[src/rtl/ram_port_arbiter.sv]
// ram_port_arbiter
// Single-clock front end for a dual-port RAM. After reset it zero-fills
// every implemented location. It then shares the RAM write and read ports
// between two requesters with round-robin arbitration, one transaction per
// cycle. Read data goes back to the requester that issued the read.
//
// Ports:
//   clk, reset            clock for arbiter and RAM; synchronous active-high reset
//   reqN/weN/addrN/wdataN requester N transaction (we=1 write, 0 read)
//   gntN                  combinational grant, same cycle as the accepted request
//   rvalidN/rdataN        read return, one cycle after the read grant
//   init_done             high once the zero-fill has finished
//   ram_*                 connections to the RAM write and read ports;
//                         ram_data_read is registered inside the RAM
module ram_port_arbiter #(
  parameter int D_WIDTH = 8,
  parameter int A_WIDTH = 5,
  parameter int A_MAX   = 32
) (
  input  logic               clk,
  input  logic               reset,
  input  logic               req0,
  input  logic               we0,
  input  logic [A_WIDTH-1:0] addr0,
  input  logic [D_WIDTH-1:0] wdata0,
  output logic               gnt0,
  output logic               rvalid0,
  output logic [D_WIDTH-1:0] rdata0,
  input  logic               req1,
  input  logic               we1,
  input  logic [A_WIDTH-1:0] addr1,
  input  logic [D_WIDTH-1:0] wdata1,
  output logic               gnt1,
  output logic               rvalid1,
  output logic [D_WIDTH-1:0] rdata1,
  output logic               init_done,
  output logic [A_WIDTH-1:0] ram_address_write,
  output logic [D_WIDTH-1:0] ram_data_write,
  output logic               ram_write_enable,
  output logic [A_WIDTH-1:0] ram_address_read,
  input  logic [D_WIDTH-1:0] ram_data_read
);

  typedef enum logic {CLEAR, SERVE} state_t;

  localparam logic [A_WIDTH-1:0] LAST_PTR   = A_WIDTH'(A_MAX - 1);
  localparam logic [A_WIDTH:0]   ADDR_LIMIT = (A_WIDTH + 1)'(A_MAX);

  state_t             state_q, state_d;
  logic [A_WIDTH-1:0] clear_ptr_q;
  logic               last_gnt_q;
  logic               init_done_q;
  logic               pend0_q, pend1_q, pend_oor_q;
  logic [D_WIDTH-1:0] rhold0_q, rhold1_q;
  logic [A_WIDTH-1:0] addr_read_q;

  logic               grant_any;
  logic               sel;
  logic               g_we;
  logic [A_WIDTH-1:0] g_addr;
  logic [D_WIDTH-1:0] g_wdata;
  logic               in_range;
  logic [D_WIDTH-1:0] read_value;

  // Next-state, arbitration and RAM port drive. Everything is quiet while
  // reset is high so no grant or write escapes during a reset cycle.
  // When both requesters ask, the one that did not win last time is picked.
  always_comb begin
    state_d           = state_q;
    grant_any         = 1'b0;
    sel               = 1'b0;
    g_we              = 1'b0;
    g_addr            = '0;
    g_wdata           = '0;
    in_range          = 1'b1;
    gnt0              = 1'b0;
    gnt1              = 1'b0;
    ram_write_enable  = 1'b0;
    ram_address_write = clear_ptr_q;
    ram_data_write    = '0;
    ram_address_read  = addr_read_q;
    if (!reset) begin
      case (state_q)
        CLEAR: begin
          ram_write_enable = 1'b1;
          if (clear_ptr_q == LAST_PTR) state_d = SERVE;
        end
        SERVE: begin
          grant_any = req0 | req1;
          if (req0 && req1) sel = ~last_gnt_q;
          else              sel = req1;
          g_we     = sel ? we1    : we0;
          g_addr   = sel ? addr1  : addr0;
          g_wdata  = sel ? wdata1 : wdata0;
          in_range = ({1'b0, g_addr} < ADDR_LIMIT);
          gnt0     = grant_any & ~sel;
          gnt1     = grant_any & sel;
          if (grant_any) begin
            if (g_we) begin
              ram_address_write = g_addr;
              ram_data_write    = g_wdata;
              ram_write_enable  = in_range;
            end else begin
              ram_address_read = g_addr;
            end
          end
        end
        default: state_d = CLEAR;
      endcase
    end
  end

  // Read return path. The RAM output is only meaningful in the cycle after a
  // read grant; otherwise each requester sees the last value it was given.
  always_comb begin
    read_value = pend_oor_q ? '0 : ram_data_read;
    rvalid0    = pend0_q & ~reset;
    rvalid1    = pend1_q & ~reset;
    rdata0     = reset ? '0 : (pend0_q ? read_value : rhold0_q);
    rdata1     = reset ? '0 : (pend1_q ? read_value : rhold1_q);
    init_done  = init_done_q;
  end

  // State register plus the per-read owner and out-of-range tags.
  always_ff @(posedge clk) begin
    if (reset) begin
      state_q     <= CLEAR;
      clear_ptr_q <= '0;
      last_gnt_q  <= 1'b1;
      init_done_q <= 1'b0;
      pend0_q     <= 1'b0;
      pend1_q     <= 1'b0;
      pend_oor_q  <= 1'b0;
      rhold0_q    <= '0;
      rhold1_q    <= '0;
      addr_read_q <= '0;
    end else begin
      state_q     <= state_d;
      init_done_q <= (state_d == SERVE);
      if (state_q == CLEAR) clear_ptr_q <= clear_ptr_q + 1'b1;
      if (grant_any) last_gnt_q <= sel;
      pend0_q     <= grant_any & ~g_we & ~sel;
      pend1_q     <= grant_any & ~g_we & sel;
      pend_oor_q  <= ~in_range;
      rhold0_q    <= rdata0;
      rhold1_q    <= rdata1;
      addr_read_q <= ram_address_read;
    end
  end

endmodule

[config.mk]
export PLATFORM = sky130hd
export DESIGN_NAME = ram_port_arbiter
export DESIGN_NICKNAME = d
export VERILOG_FILES = /design/src/rtl/ram_port_arbiter.sv
export SDC_FILE = /design/constraint.sdc
export NUM_CORES = 1
export LEC_CHECK = 0
export ABC_AREA = 1
export CAP_MARGIN = 20
export CELL_PAD_IN_SITES_DETAIL_PLACEMENT = 2
export CELL_PAD_IN_SITES_GLOBAL_PLACEMENT = 2
export CORE_ASPECT_RATIO = 1.1
export CORE_UTILIZATION = 19
export CTS_CLUSTER_DIAMETER = 60
export DETAILED_ROUTE_END_ITERATION = 7
export HOLD_SLACK_MARGIN = 0.1
export MAX_ROUTING_LAYER = met4
export PLACE_DENSITY = 0.82
export SETUP_SLACK_MARGIN = 0.2
export SLEW_MARGIN = 25
export SYNTH_ARGS = -nofsm -noshare
export SYNTH_HDL_FRONTEND = slang
export SYNTH_SLANG_ARGS = --single-unit
[constraint.sdc]
create_clock -name clk -period 1.6 [get_ports clk]
set_input_delay 0.4 -clock clk [delete_from_list [all_inputs] [get_ports clk]]
set_output_delay 0.4 -clock clk [all_outputs]
set_load 0.05 [all_outputs]
# Yosys cells after proc, flatten, opt, wreduce, memory -nomap -nowiden
# Cells that the tools add are included.
# word_totals
regBits	30
in_bits	40
# op_classes
add_sub_neg	1
n_eq_ne	1
mux	38
bitwise	14
n_reduce_logical	1
# ops
cell	n
8-bit two-way mux	9
5-bit two-way mux	9
1-bit two-way mux	19
1-bit bitwise AND	7
1-bit inverter	6
5-bit by 1-bit adder with 5-bit output (second input constant)	1
5-bit == test (second input constant)	1
1-bit case mux with 2 select lines	1
1-bit logical AND	1
1-bit bitwise OR	1

# Logic depth before layout (Yosys ltp)
# logic_depth
depth_word	10
depth_mapped	10

# Worst setup path before layout
# No wires, ideal clock.
# synth_path
path_type	register to output
start	reg init_done (netlist name)
end	out ram_address_write[0]
arrival_ns	2.252
required_time_ns	1.200
slack_ns	-1.052
path_stages_with_launch	7
n_path_buf	0
cell_sequence	dfxtp_1 inv_1 nor2_1 inv_1 nor2_2 nand2_4 o21ai_0
# synth_lines
item	line_no	rtl
end: declaration	37	output logic [A_WIDTH-1:0] ram_address_write,

==> flow_summary.yaml <==
power_and_ir_drop:
  p_per_area_mw_per_mm2: 411.4
  leakage_nw: 1.868
  vdd_drop_max_v: 0.0002835
timing:
  finalSetupViolCount: 38
  fin_ws_ns: -0.5254
  worstMarginPinSlew_ns: 0.2763
  period_share: 1.328
  whs_ns: 0.5681
  slew_viol_final: 0
  slew_headroom: 0.8144
  hold_viol_final: 0
  skew_ns: 0.006131
  rsz0062_at_grt: "yes"
  finalSetupTns_ns: -11.00
  max_freq_mhz: 470.5
  fin_crit_ns: 2.125
run:
  cap_violations: 0
clock_tree:
  root_buffer: "clkbuf_8"
  cts_tree: "built"
  clk_pin_slew_ns: 0.07
  numCtsBuffers: 5
  clock_latency_ns: 0.30
  h-tree-depth: 2
  clock-sinks: 30
  max-clock-path-buffers: 2
  hold_buffers: 0
logic_synthesis:
  async_reset_ff_frac: 0
  synth_warnings: 0
  ys_seq_area_frac: 0.3366
  ys_top_cells_by_count: "nand2_1, nor2_1, dfxtp_1, o21ai_0, inv_1"
  netlist_instances: 267
  avgSynthCellArea_sq_um: 6.682
  ys_seq_elements: 30
  post-synth-top-count-cell: "nand2_1"
  synth_cell_types: 24
  ys.flop_type: "dfxtp_1"
  yosys.area.top_type: "dfxtp_1"
  syn_area_sq_mm: 0.001784
  yosysTopAreaCellShare: 0.3366
  yosys-top-cells-area: "dfxtp_1, nand2_1, nor2_1"
  synth_edf_count: 0
  syn-num-nets: 309
grt:
  grt_pass1_vias: 2897
  grt_pass1_wl_microns: 17890
  antenna_found_initial: 0
  grt_max_degree: 13
  track_usage: 0.2586
  grt_overflow: 0
finish:
  seq_area_sq_um: 624.3
  multi_input_area_sq_mm: 0.001808
  layout.nets: 462
  antenna-diode-count: 0
  fill_cells: 880
  drive_gt1_frac: 0.6110
  areaGrowthSynthToFinish_pct: 164.2
status:
  status: "complete, but fails checks"
  violations: "negative setup slack"
route:
  ant_nets: 0
  met1Wirelength_microns: 4878
  drt_iter0_markers: 57
  wl_met2_microns: 7734
  dr.pass1.iters: 4
  viasPerCell: 4.707
  vias: 2509
  top_layer: "met4"
  wl_met3_microns: 426
  routedWlPerCell_microns: 25.69
  drc_errors: 0
  postRouteWirelength_microns: 13690
placement:
  place_congestion: 0.7246
  io_buffers: 79
  dp_hpwl_microns: 6562
  pre_cts_slack_ns: -0.7899
worst_setup_path:
  crit_end: "ram_address_read[2]"
  arrival_ns: 1.73
  r2r_cells: 10
  path_class: "reg -> out"
  endpoint_kind: "output pin"
  cp.required_ns: 1.20
  r2r_start: "init_done"
  regToRegSetupSlack_ns: 0.02
  crit_path_start: "init_done"
  cp_max_fo: 6
  critPathLaunchType: "flip-flop"
  reg2reg_to: "last_gnt_q"
die:
  start_util: 0.1981
  num_rows: 36
  die_area_sq_mm: 0.009783
  ios: 80
  fp.dieH_microns: 103.6
  die_x_microns: 94.40
  core_area_sq_mm: 0.009009
hold_path:
  hold_path.class: "reg -> reg"
## timing repair
item                                    CTS  global route
pin swaps                                44            24
resized for setup                       117            41
gates cloned                              3             2
buffers inserted                         19            10
endpoints found under the setup margin   48            47
## placed cells by master, fill, tap and decap left out, drive strengths merged, types with 10 or more instances in the layout
cell	n
nor2	64
clkdlybuf4s50	26
dfxtp	30
nand2	81
o21ai	29
inv	18
dlygate4sd2	10
a21oi	16
nand3	10
buf	115
## logic make-up (layout without fill, tap and decap cells)
kind of cell / after synthesis / after routing / share of synthesized area
buf+inv: 28 / 180 / 0.07644
fa+ha+maj: 2 / 2 / 0.01402
compound gates: 46 / 46 / 0.1718
flops: 30 / 30 / 0.3366
simple gates: 161 / 161 / 0.4011
## worst max-delay path: stages, from the launching register on
cell and delay, ns:
dfxtp_4 0.37, inv_4 0.05, nor2_4 0.07, inv_2 0.06, nor2_4 0.22, nand2_4 0.12, buf_12 0.17, o21ai_4 0.19
buf_12 0.16
## area by class of cell
| type | count | area share |
|---|---|---|
| Timing Repair inverter | 2 | 0.004246 |
| Sequential cell | 30 | 0.1324 |
| Multi-Input combinational cell | 209 | 0.3835 |
| Timing Repair Buffer | 153 | 0.4079 |
| Inverter | 19 | 0.02415 |
| Tap cell | 114 | 0.03025 |
| Clock buffer | 6 | 0.01752 |
## per-layer routing
layer	global-route usage	vias up
met3	0.02937	37
met1	0.2529	1238
met5	-	-
met2	0.5031	81
li1	-	1153
met4	0.09670	0
## state kept, by name, summed over array words and instances, names as in the netlist
| register | flops |
|---|---|
| last_gnt_q | 1 |
| addr_read_q | 5 |
| rhold1_q | 8 |
| pend1_q | 1 |
| rhold0_q | 8 |
| pend0_q | 1 |
| clear_ptr_q | 5 |
| init_done | 1 |
## power breakdown
part	internal, W	total, W	switching (W)
clock network	0.000332	0.000659	0.000327
registers	0.000747	0.000759	0.0000125
logic	0.000229	0.000521	0.000292
## how the worst min path moves through the flow
stage	startpoint	endpoint	slack (ns)	cells after the start
2_1_floorplan	rhold0_q[0]	rhold0_q[0]	0.48	2
3_5_place_dp	rhold0_q[5]	rhold0_q[5]	0.50	2
5_1_grt	addr_read_q[4]	addr_read_q[4]	0.58	2
6_report	addr_read_q[4]	addr_read_q[4]	0.57	2
3_3_place_gp	rhold0_q[1]	rhold0_q[1]	0.49	2
4_1_cts	addr_read_q[1]	addr_read_q[1]	0.54	2
## through the flow
step | cell area [sq um] | instances | total power [W] | util
floorplan | 2201 | 267 | 0.0009680 | -
global placement | 3801 | 493 | 0.001167 | 0.4219
detailed placement | 3801 | 493 | 0.001183 | 0.4219
CTS | 4468 | 521 | 0.001826 | 0.4960
global route | 4715 | 533 | 0.001997 | 0.5233
finish | 4715 | 533 | 0.001940 | 0.5233
(Power assumes the default switching activity.)
